**src/rtl/nexys_starship_defense.sv**
```systemverilog
// Player-side responder: aims at one of four stations, fires with a kill_req/kill_ack
// handshake, runs timed repairs. Optional timed reload: NEXYS_STARSHIP_AUTO_RELOAD_EN.
module nexys_starship_defense #(
  parameter int COOLDOWN_CYCLES = 25_000_000,
  parameter int REPAIR_CYCLES   = 100_000_000,
  parameter int AMMO_MAX        = 8,
  parameter int ACK_TIMEOUT     = 16,
  parameter int RELOAD_CYCLES   = 50_000_000
) (
  input  logic       Clk,
  input  logic       Reset,
  input  logic       play_flag,
  input  logic       game_over,
  input  logic       btn_fire,
  input  logic       btn_repair,
  input  logic [1:0] dir_sel,
  input  logic [3:0] monster_present,
  input  logic [3:0] broken,
  input  logic [3:0] kill_ack,
  output logic [3:0] kill_req,
  output logic [3:0] repair_done,
  output logic [3:0] ammo,
  output logic [7:0] hits,
  output logic [7:0] misses,
  output logic       q_Idle,
  output logic       q_Ready,
  output logic       q_Fire,
  output logic       q_Cool,
  output logic       q_Repair,
  output logic       q_Done
);
  // state  | meaning
  // IDLE   | waiting for play_flag
  // READY  | accepting fire / repair commands
  // FIRE   | kill_req raised, waiting for kill_ack or timeout
  // COOL   | post-shot lockout
  // REPAIR | timing a repair of the target station
  // DONE   | game over, frozen until Reset
  localparam logic [5:0] S_IDLE   = 6'b000001;
  localparam logic [5:0] S_READY  = 6'b000010;
  localparam logic [5:0] S_FIRE   = 6'b000100;
  localparam logic [5:0] S_COOL   = 6'b001000;
  localparam logic [5:0] S_REPAIR = 6'b010000;
  localparam logic [5:0] S_DONE   = 6'b100000;

  localparam int CW = (COOLDOWN_CYCLES > 1) ? $clog2(COOLDOWN_CYCLES) : 1;
  localparam int RW = (REPAIR_CYCLES > 1) ? $clog2(REPAIR_CYCLES) : 1;
  localparam int AW = (ACK_TIMEOUT > 1) ? $clog2(ACK_TIMEOUT) : 1;
  localparam logic [CW-1:0] COOL_LAST = CW'(COOLDOWN_CYCLES - 1);
  localparam logic [RW-1:0] REP_LAST  = RW'(REPAIR_CYCLES - 1);
  localparam logic [AW-1:0] ACK_LAST  = AW'(ACK_TIMEOUT - 1);
  localparam logic [3:0]    AMMO_FULL = 4'(AMMO_MAX);

  logic [5:0]    state;
  logic [CW-1:0] cool_cnt;
  logic [RW-1:0] rep_cnt;
  logic [AW-1:0] ack_cnt;
  logic [1:0]    target;
  logic          active;
  logic          ready_stay;

  assign active = |(state & (S_READY | S_FIRE | S_COOL | S_REPAIR));
  // READY is kept unless a fire with ammo or a valid repair is accepted
  assign ready_stay = btn_fire ? (ammo == 4'd0) : !(btn_repair && broken[dir_sel]);
  assign {q_Done, q_Repair, q_Cool, q_Fire, q_Ready, q_Idle} = state;

`ifdef NEXYS_STARSHIP_AUTO_RELOAD_EN
  localparam int LW = (RELOAD_CYCLES > 1) ? $clog2(RELOAD_CYCLES) : 1;
  localparam logic [LW-1:0] RELOAD_LAST = LW'(RELOAD_CYCLES - 1);
  logic [LW-1:0] reload_cnt;
`endif

  always_ff @(posedge Clk or posedge Reset) begin
    if (Reset) begin
      state       <= S_IDLE;
      kill_req    <= '0;
      repair_done <= '0;
      ammo        <= AMMO_FULL;
      hits        <= '0;
      misses      <= '0;
      cool_cnt    <= '0;
      rep_cnt     <= '0;
      ack_cnt     <= '0;
      target      <= '0;
`ifdef NEXYS_STARSHIP_AUTO_RELOAD_EN
      reload_cnt  <= '0;
`endif
    end else begin
      repair_done <= '0;
`ifdef NEXYS_STARSHIP_AUTO_RELOAD_EN
      reload_cnt  <= '0;
`endif
      if (active && game_over) begin
        state    <= S_DONE;
        kill_req <= '0;
      end else if (active && !play_flag) begin
        state    <= S_IDLE;
        kill_req <= '0;
        ammo     <= AMMO_FULL;
        cool_cnt <= '0;
        rep_cnt  <= '0;
        ack_cnt  <= '0;
      end else begin
        case (state)
          S_IDLE: if (play_flag) state <= S_READY;
          S_READY: begin
            if (btn_fire) begin
              if (ammo != 4'd0) begin
                ammo   <= ammo - 4'd1;
                target <= dir_sel;
                if (monster_present[dir_sel]) begin
                  kill_req <= 4'b0001 << dir_sel;
                  ack_cnt  <= '0;
                  state    <= S_FIRE;
                end else begin
                  misses   <= misses + {7'd0, misses != 8'hFF};
                  cool_cnt <= '0;
                  state    <= S_COOL;
                end
              end
            end else if (btn_repair && broken[dir_sel]) begin
              target  <= dir_sel;
              rep_cnt <= '0;
              state   <= S_REPAIR;
            end
`ifdef NEXYS_STARSHIP_AUTO_RELOAD_EN
            if (ready_stay && ammo < AMMO_FULL) begin
              if (reload_cnt == RELOAD_LAST) ammo <= ammo + 4'd1;
              else reload_cnt <= reload_cnt + LW'(1);
            end
`endif
          end
          S_FIRE: begin
            if (kill_ack[target]) begin
              kill_req <= '0;
              hits     <= hits + {7'd0, hits != 8'hFF};
              cool_cnt <= '0;
              state    <= S_COOL;
            end else if (ack_cnt == ACK_LAST) begin
              kill_req <= '0;
              misses   <= misses + {7'd0, misses != 8'hFF};
              cool_cnt <= '0;
              state    <= S_COOL;
            end else begin
              ack_cnt <= ack_cnt + AW'(1);
            end
          end
          S_COOL: begin
            if (cool_cnt == COOL_LAST) state <= S_READY;
            else cool_cnt <= cool_cnt + CW'(1);
          end
          S_REPAIR: begin
            if (!broken[target]) begin
              state <= S_READY;
            end else if (rep_cnt == REP_LAST) begin
              repair_done <= 4'b0001 << target;
              ammo        <= AMMO_FULL;
              state       <= S_READY;
            end else begin
              rep_cnt <= rep_cnt + RW'(1);
            end
          end
          default: ;
        endcase
      end
    end
  end
endmodule

```
**config.mk**
```make
export PLATFORM = sky130hd
export DESIGN_NAME = nexys_starship_defense
export DESIGN_NICKNAME = d
export VERILOG_FILES = /design/src/rtl/nexys_starship_defense.sv
export SDC_FILE = /design/constraint.sdc
export NUM_CORES = 1
export LEC_CHECK = 0
export ABC_AREA = 1
export BUFFER_PORTS_ARGS = -buffer_cell sky130_fd_sc_hd__buf_2
export CORE_UTILIZATION = 58
export CTS_CLUSTER_DIAMETER = 30
export CTS_CLUSTER_SIZE = 16
export DETAILED_ROUTE_END_ITERATION = 6
export GPL_ROUTABILITY_DRIVEN = 0
export GPL_TIMING_DRIVEN = 0
export PLACE_DENSITY = 0.78
export SLEW_MARGIN = 20
export SYNTH_ARGS = -nofsm -noshare
export SYNTH_HDL_FRONTEND = slang
export SYNTH_SLANG_ARGS = --single-unit
```
**constraint.sdc**
```tcl
create_clock -name Clk -period 6.3 [get_ports Clk]
set_input_delay 0 -clock Clk [delete_from_list [all_inputs] [get_ports Clk]]
set_output_delay 0 -clock Clk [all_outputs]
set_load 0.05 [all_outputs]
```
-- Word-level counts from Yosys, hierarchy flattened
Index checks and enable logic that the tools add are counted.
- register bits: 92
- bits in latches: 0
- memory bits (writable): 0
- ROM bits: 0
- input bits: 20
- output and inout port bits: 34
- logic and storage cells: 152
- memories kept: 0
- $add $sub $neg: 6
- $mul: 0
- divide/modulo/power cells: 0
- magnitude comparators: 2
- equality and inequality tests: 38
- shifts and indexed selects: 2
- multiplexer cells: 70
- bitwise logic cells: 2
- reductions and logical operators: 22
- operators with widths (operator ; count):
    $mux 25 ; 7
    $mux 27 ; 5
    $mux 4 ; 24
    $pmux 25 s3 ; 1
    $mux 6 ; 11
    $pmux 27 s2 ; 1
    $mux 8 ; 5
    $ne 3x3->1 const B ; 12
    $pmux 6 s5 ; 1
    $add 27x1->27 const B ; 1
    $eq 27x27->1 const B ; 1
    $add 25x1->25 const B ; 1
    $eq 25x25->1 const B ; 1
    $ne 4x4->1 const B ; 6
    $pmux 4 s2 ; 3
    $reduce_and 7->1 ; 3
    $ne 5x5->1 const B ; 4
    $add 8x1->8 ; 2
    $ne 8x8->1 const B ; 2
    $pmux 8 s2 ; 1
    $reduce_and 6->1 ; 2
    $reduce_bool 4->1 ; 3
    $ne 2x2->1 const B ; 5
    $reduce_and 5->1 ; 2
    other kinds (23) ; 38

-- Longest topological paths before layout
- depth in word-level cells: 8
- gate-level depth with buffers: 12
- mapped depth without buffers: 12

-- Worst setup path after synthesis
Ideal clock, no wire load.
- kind: register to register
- start: register misses[4]
- end: register misses[4]
- library setup time: 0.083 ns
- arrival time: 1.972 ns
- required time: 6.217 ns
- path slack: 4.245 ns
- cell stages (with the launch flop): 10
- buffers on the path: 0
- clock period less this slack: 2.055 ns
- cell sequence: dfrtp_1 -> inv_1 -> nor3_1 -> nand3_1 -> ha_1 -> ha_1 -> nand3_1 -> xor2_1 -> inv_1 -> o21ai_0
- word-level cells in the longest chain between the ends: 6
- elaborated cells on any way between the ends: 8
- those cells by class: add/sub: 1; eq/ne: 1; mux: 6
- ends and longest elaborated chain (item ; line ; RTL):
    from (decl) ; 24 ; output logic [7:0] misses,
    from (signal assigned) ; 116 ; misses <= misses + {7'd0, misses != 8'hFF};
    from (signal assigned) ; 141 ; misses <= misses + {7'd0, misses != 8'hFF};
    $ne 8x8->1 ; 116, 141 ;
    $add 8x1->8 * ; 116, 141 ;
    $mux 8 ; 111 ; if (monster_present[dir_sel]) begin
    $mux 8 ; 108 ; if (ammo != 4'd0) begin
    $mux 8 ; 107 ; if (btn_fire) begin
    $pmux 8 s2 * ; 104 ; case (state)
Every way passes the cells marked *; elsewhere a longest branch is shown, timed or not. The select of a mux whose other input is x is not followed.
A chain may end at the register's enable or synchronous reset.

-- Worst setup path after layout
- start: register cool_cnt[0]
- end: register cool_cnt[9]
- word-level cells in the longest chain between the ends: 4
- elaborated cells on any way between the ends: 7
- those cells by class: add/sub: 1; eq/ne: 2; mux: 3; reduce/logical: 1
- ends and longest elaborated chain (item ; line ; RTL):
    from (decl) ; 55 ; logic [CW-1:0] cool_cnt;
    from (signal assigned) ; 150 ; else cool_cnt <= cool_cnt + CW'(1);
    $add 25x1->25 ; 150 ;
    $mux 25 ; 149 ; if (cool_cnt == COOL_LAST) state <= S_READY;
    $pmux 25 s3 ; 104 ;
    $mux 25 ; 96 ; end else if (active && !play_flag) begin
Parallel ways exist; a longest one is shown, timed or not. The select of a mux whose other input is x is not followed.

==> impl_metrics.toml <==
[sta]
fmax_ghz = 0.430
final.setup_skew_ns = 0.0155
rsz0062_at_grt = "no"
timing.final.crit_share_pct = 36.9
setup_tns_ns = 0
slew_viol_final = 0
max_slew_margin_pct = 53.0
setup_violations = 0
layout_min_cycle_time_ns = 2.33
worstMarginPinSlew_ns = 0.700
hold_viol = 0
hold_slack_ns = 0.0352

[drt]
vias = 6226
drt_pass1_iterations = 5
ant_nets = 0
wl_per_cell_um = 13.3
first_iter_violations = 449
routed_wl_um = 15600
via_per_inst = 5.29
post-route-drc-count = 0

[worst_setup_path]
startpoint_type = "flop"
worstPathMaxFanout = 10
crit_path_end_kind = "flop"
crit_required_ns = 6.62
arrival_ns = 2.64
critical_path_class = "reg2reg"

[power]
power_switching_share_pct = 51.2
p_sw_w = 0.00120
p_int_w = 0.00114
clockPowerShare_pct = 16.8
cellPowerDensity_mw_per_mm2 = 334
total_power_w = 0.00234
p_leak_nw = 3.43
seqPwrFrac_pct = 30.7
p_comb_share_pct = 52.5
ir_worst_vdd_v = 0.000361

[cts]
root_buffer = "clkbuf_8"
cts_htree_levels = 3
clk_latency_ns = 0.39
cts.sinks = 92
clk_pin_slew_worst_paths_ns = 0.09
cts_tree = "done"
clk_path_buf_depth = 2
cts_buffers = 9

[global_routing]
grt.overflow.total = 0
grt_pass1_wl_um = 26100
antenna_found_initial = 0
grt_max_degree = 57
grtUsageTotal_pct = 29.3
grt_pass1_vias = 5552

[cells_and_area]
final_common_cell = "nand2_1"
antenna_cells = 0
nets = 1064
drive_gt1_share_pct = 11.4
layout_common_cells = "369 x nand2_1, 109 x nor2_1, 97 x inv_1, 90 x dfrtp_1, 86 x nand3_1"
fillCellCount = 984
area_growth_pct = 11.1

[synth]
yosys_warnings = 0
syn_area_per_cell_um2 = 6.55
syn_area_mm2 = 0.00632
syn-num-nets = 994
synth-seq-cells = 92
syn_inst = 965
yosysSeqAreaShare_pct = 36.5
synth.distinct_cells = 38

[die]
start_util_pct = 60.4
coreArea_mm2 = 0.0105
die_h_um = 106
fp.dieW_um = 106
io_pins = 54
rows = 37
die-area_mm2 = 0.0113

[flow_run]
drv_cap = 0

[placed_design]
dp_hpwl_um = 11600
io_buffers = 53

[hold_path]
hold_path_class = "in2reg"

[run_status]
status = "finished, final reports clean"
repair_timing:
item | in CTS | in global routing
resized for setup | 0 | 0
setup buffers | 0 | 0
hold buffers | 5 | 0
hold endpoints to repair | 97 | 0
through the flow:
step | setup WS, ns | area (um2) | util, % | std cells
after global routing | 3.76 | 7020 | 67.1 | 1176
final | 3.97 | 7020 | 67.1 | 1176
after CTS | 3.99 | 7020 | 67.1 | 1176
after floorplan | 3.91 | 6320 | - | 965
after detailed placement | 4.03 | 6780 | 64.8 | 1155
after global placement | 2.77 | 6750 | 64.5 | 1154
worst max-delay path, stage by stage (launching register included):
cell	delay [ns]
dfrtp_1	0.50
ha_1	0.29
nand2_1	0.10
nor2_2	0.21
nand2_1	0.09
nor2_1	0.22
a21oi_1	0.14
o21ai_2	0.37
buf_6	0.20
nand2_1	0.05
nand2_1	0.08
flip-flops by register name (all words and copies together), names as in the netlist:
register and cells:
cool_cnt 25, ack_cnt 4, state 6, repair_done 4, kill_req 4, hits 8
rep_cnt 27, ammo 4, target 2, misses 8
power by group through the flow:
| stage | registers (W) | logic, W | clock network [W] |
|---|---|---|---|
| 6_report | 0.000720 | 0.00123 | 0.000393 |
| 5_1_grt | 0.000728 | 0.00135 | 0.000421 |
| 4_1_cts | 0.000718 | 0.00123 | 0.000397 |
| 3_5_place_dp | 0.000729 | 0.00122 | 0 |
| 3_3_place_gp | 0.000728 | 0.00120 | 0 |
| 2_1_floorplan | 0.000885 | 0.000759 | 0 |
cells in the mapped netlist, drive strengths merged:
cell | instances | area [um2]
a21oi | 4 | 31.3
and3 | 1 | 6.26
buf | 13 | 103
clkbuf | 5 | 18.8
clkinv | 1 | 3.75
dfrtp | 90 | 2250
dfstp | 2 | 52.6
ha | 9 | 113
inv | 102 | 383
nand2 | 376 | 1430
nand3 | 88 | 450
nand3b | 3 | 35.0
nand4 | 28 | 181
nor2 | 122 | 520
nor3 | 35 | 175
nor3b | 1 | 7.51
nor4 | 5 | 31.3
o21a | 1 | 7.51
o21ai | 46 | 234
o21bai | 1 | 7.51
o31ai | 1 | 7.51
or2 | 4 | 25.0
xnor2 | 8 | 70.1
xor2 | 19 | 166
path summary, 6_finish.rpt:
| check | from | end | slack, ns | cells after the start |
|---|---|---|---|---|
| setup / recovery | cool_cnt[0] | cool_cnt[9] | 3.97 | 10 |
| hold / removal | broken[0] | repair_done[1] | 0.04 | 5 |
| setup reg to reg | cool_cnt[0] | cool_cnt[9] | 3.97 | 10 |
| hold reg to reg | hits[3] | hits[3] | 0.49 | 1 |
| max in group asynchronous | Reset | ammo[3] | 5.52 | 4 |
| min in group asynchronous | Reset | kill_req[3] | 0.14 | 3 |
layout make-up:
class | count | area (um2) | area share (%)
buffer | 18 | 121 | 1.73
clock buffer | 10 | 138 | 1.96
clock inverter | 6 | 47.5 | 0.677
inverter | 103 | 392 | 5.58
multi-input combinational | 752 | 3500 | 49.9
sequential | 92 | 2300 | 32.8
tap | 136 | 170 | 2.42
timing repair buffer | 59 | 343 | 4.88
logic make-up after synthesis:
| group | share of synthesized area, % |
|---|---|
| xor gates and xnor gates | 3.74 |
| DFF | 36.5 |
| AOI/OAI and AO/OA | 4.56 |
| buffers and inverters | 8.04 |
| and+or+nand+nor | 45.4 |
| adders and majority gates | 1.78 |
metal layers:
metal	part of all wire [%]	track usage, %	routed length, um
met1	49	41.4	7590
met2	43	44.0	6750
met4	2.1	11.9	323
met3	6.1	5.46	948
met5	0	0	0
Note: power is estimated with default switching activity, not from simulation.
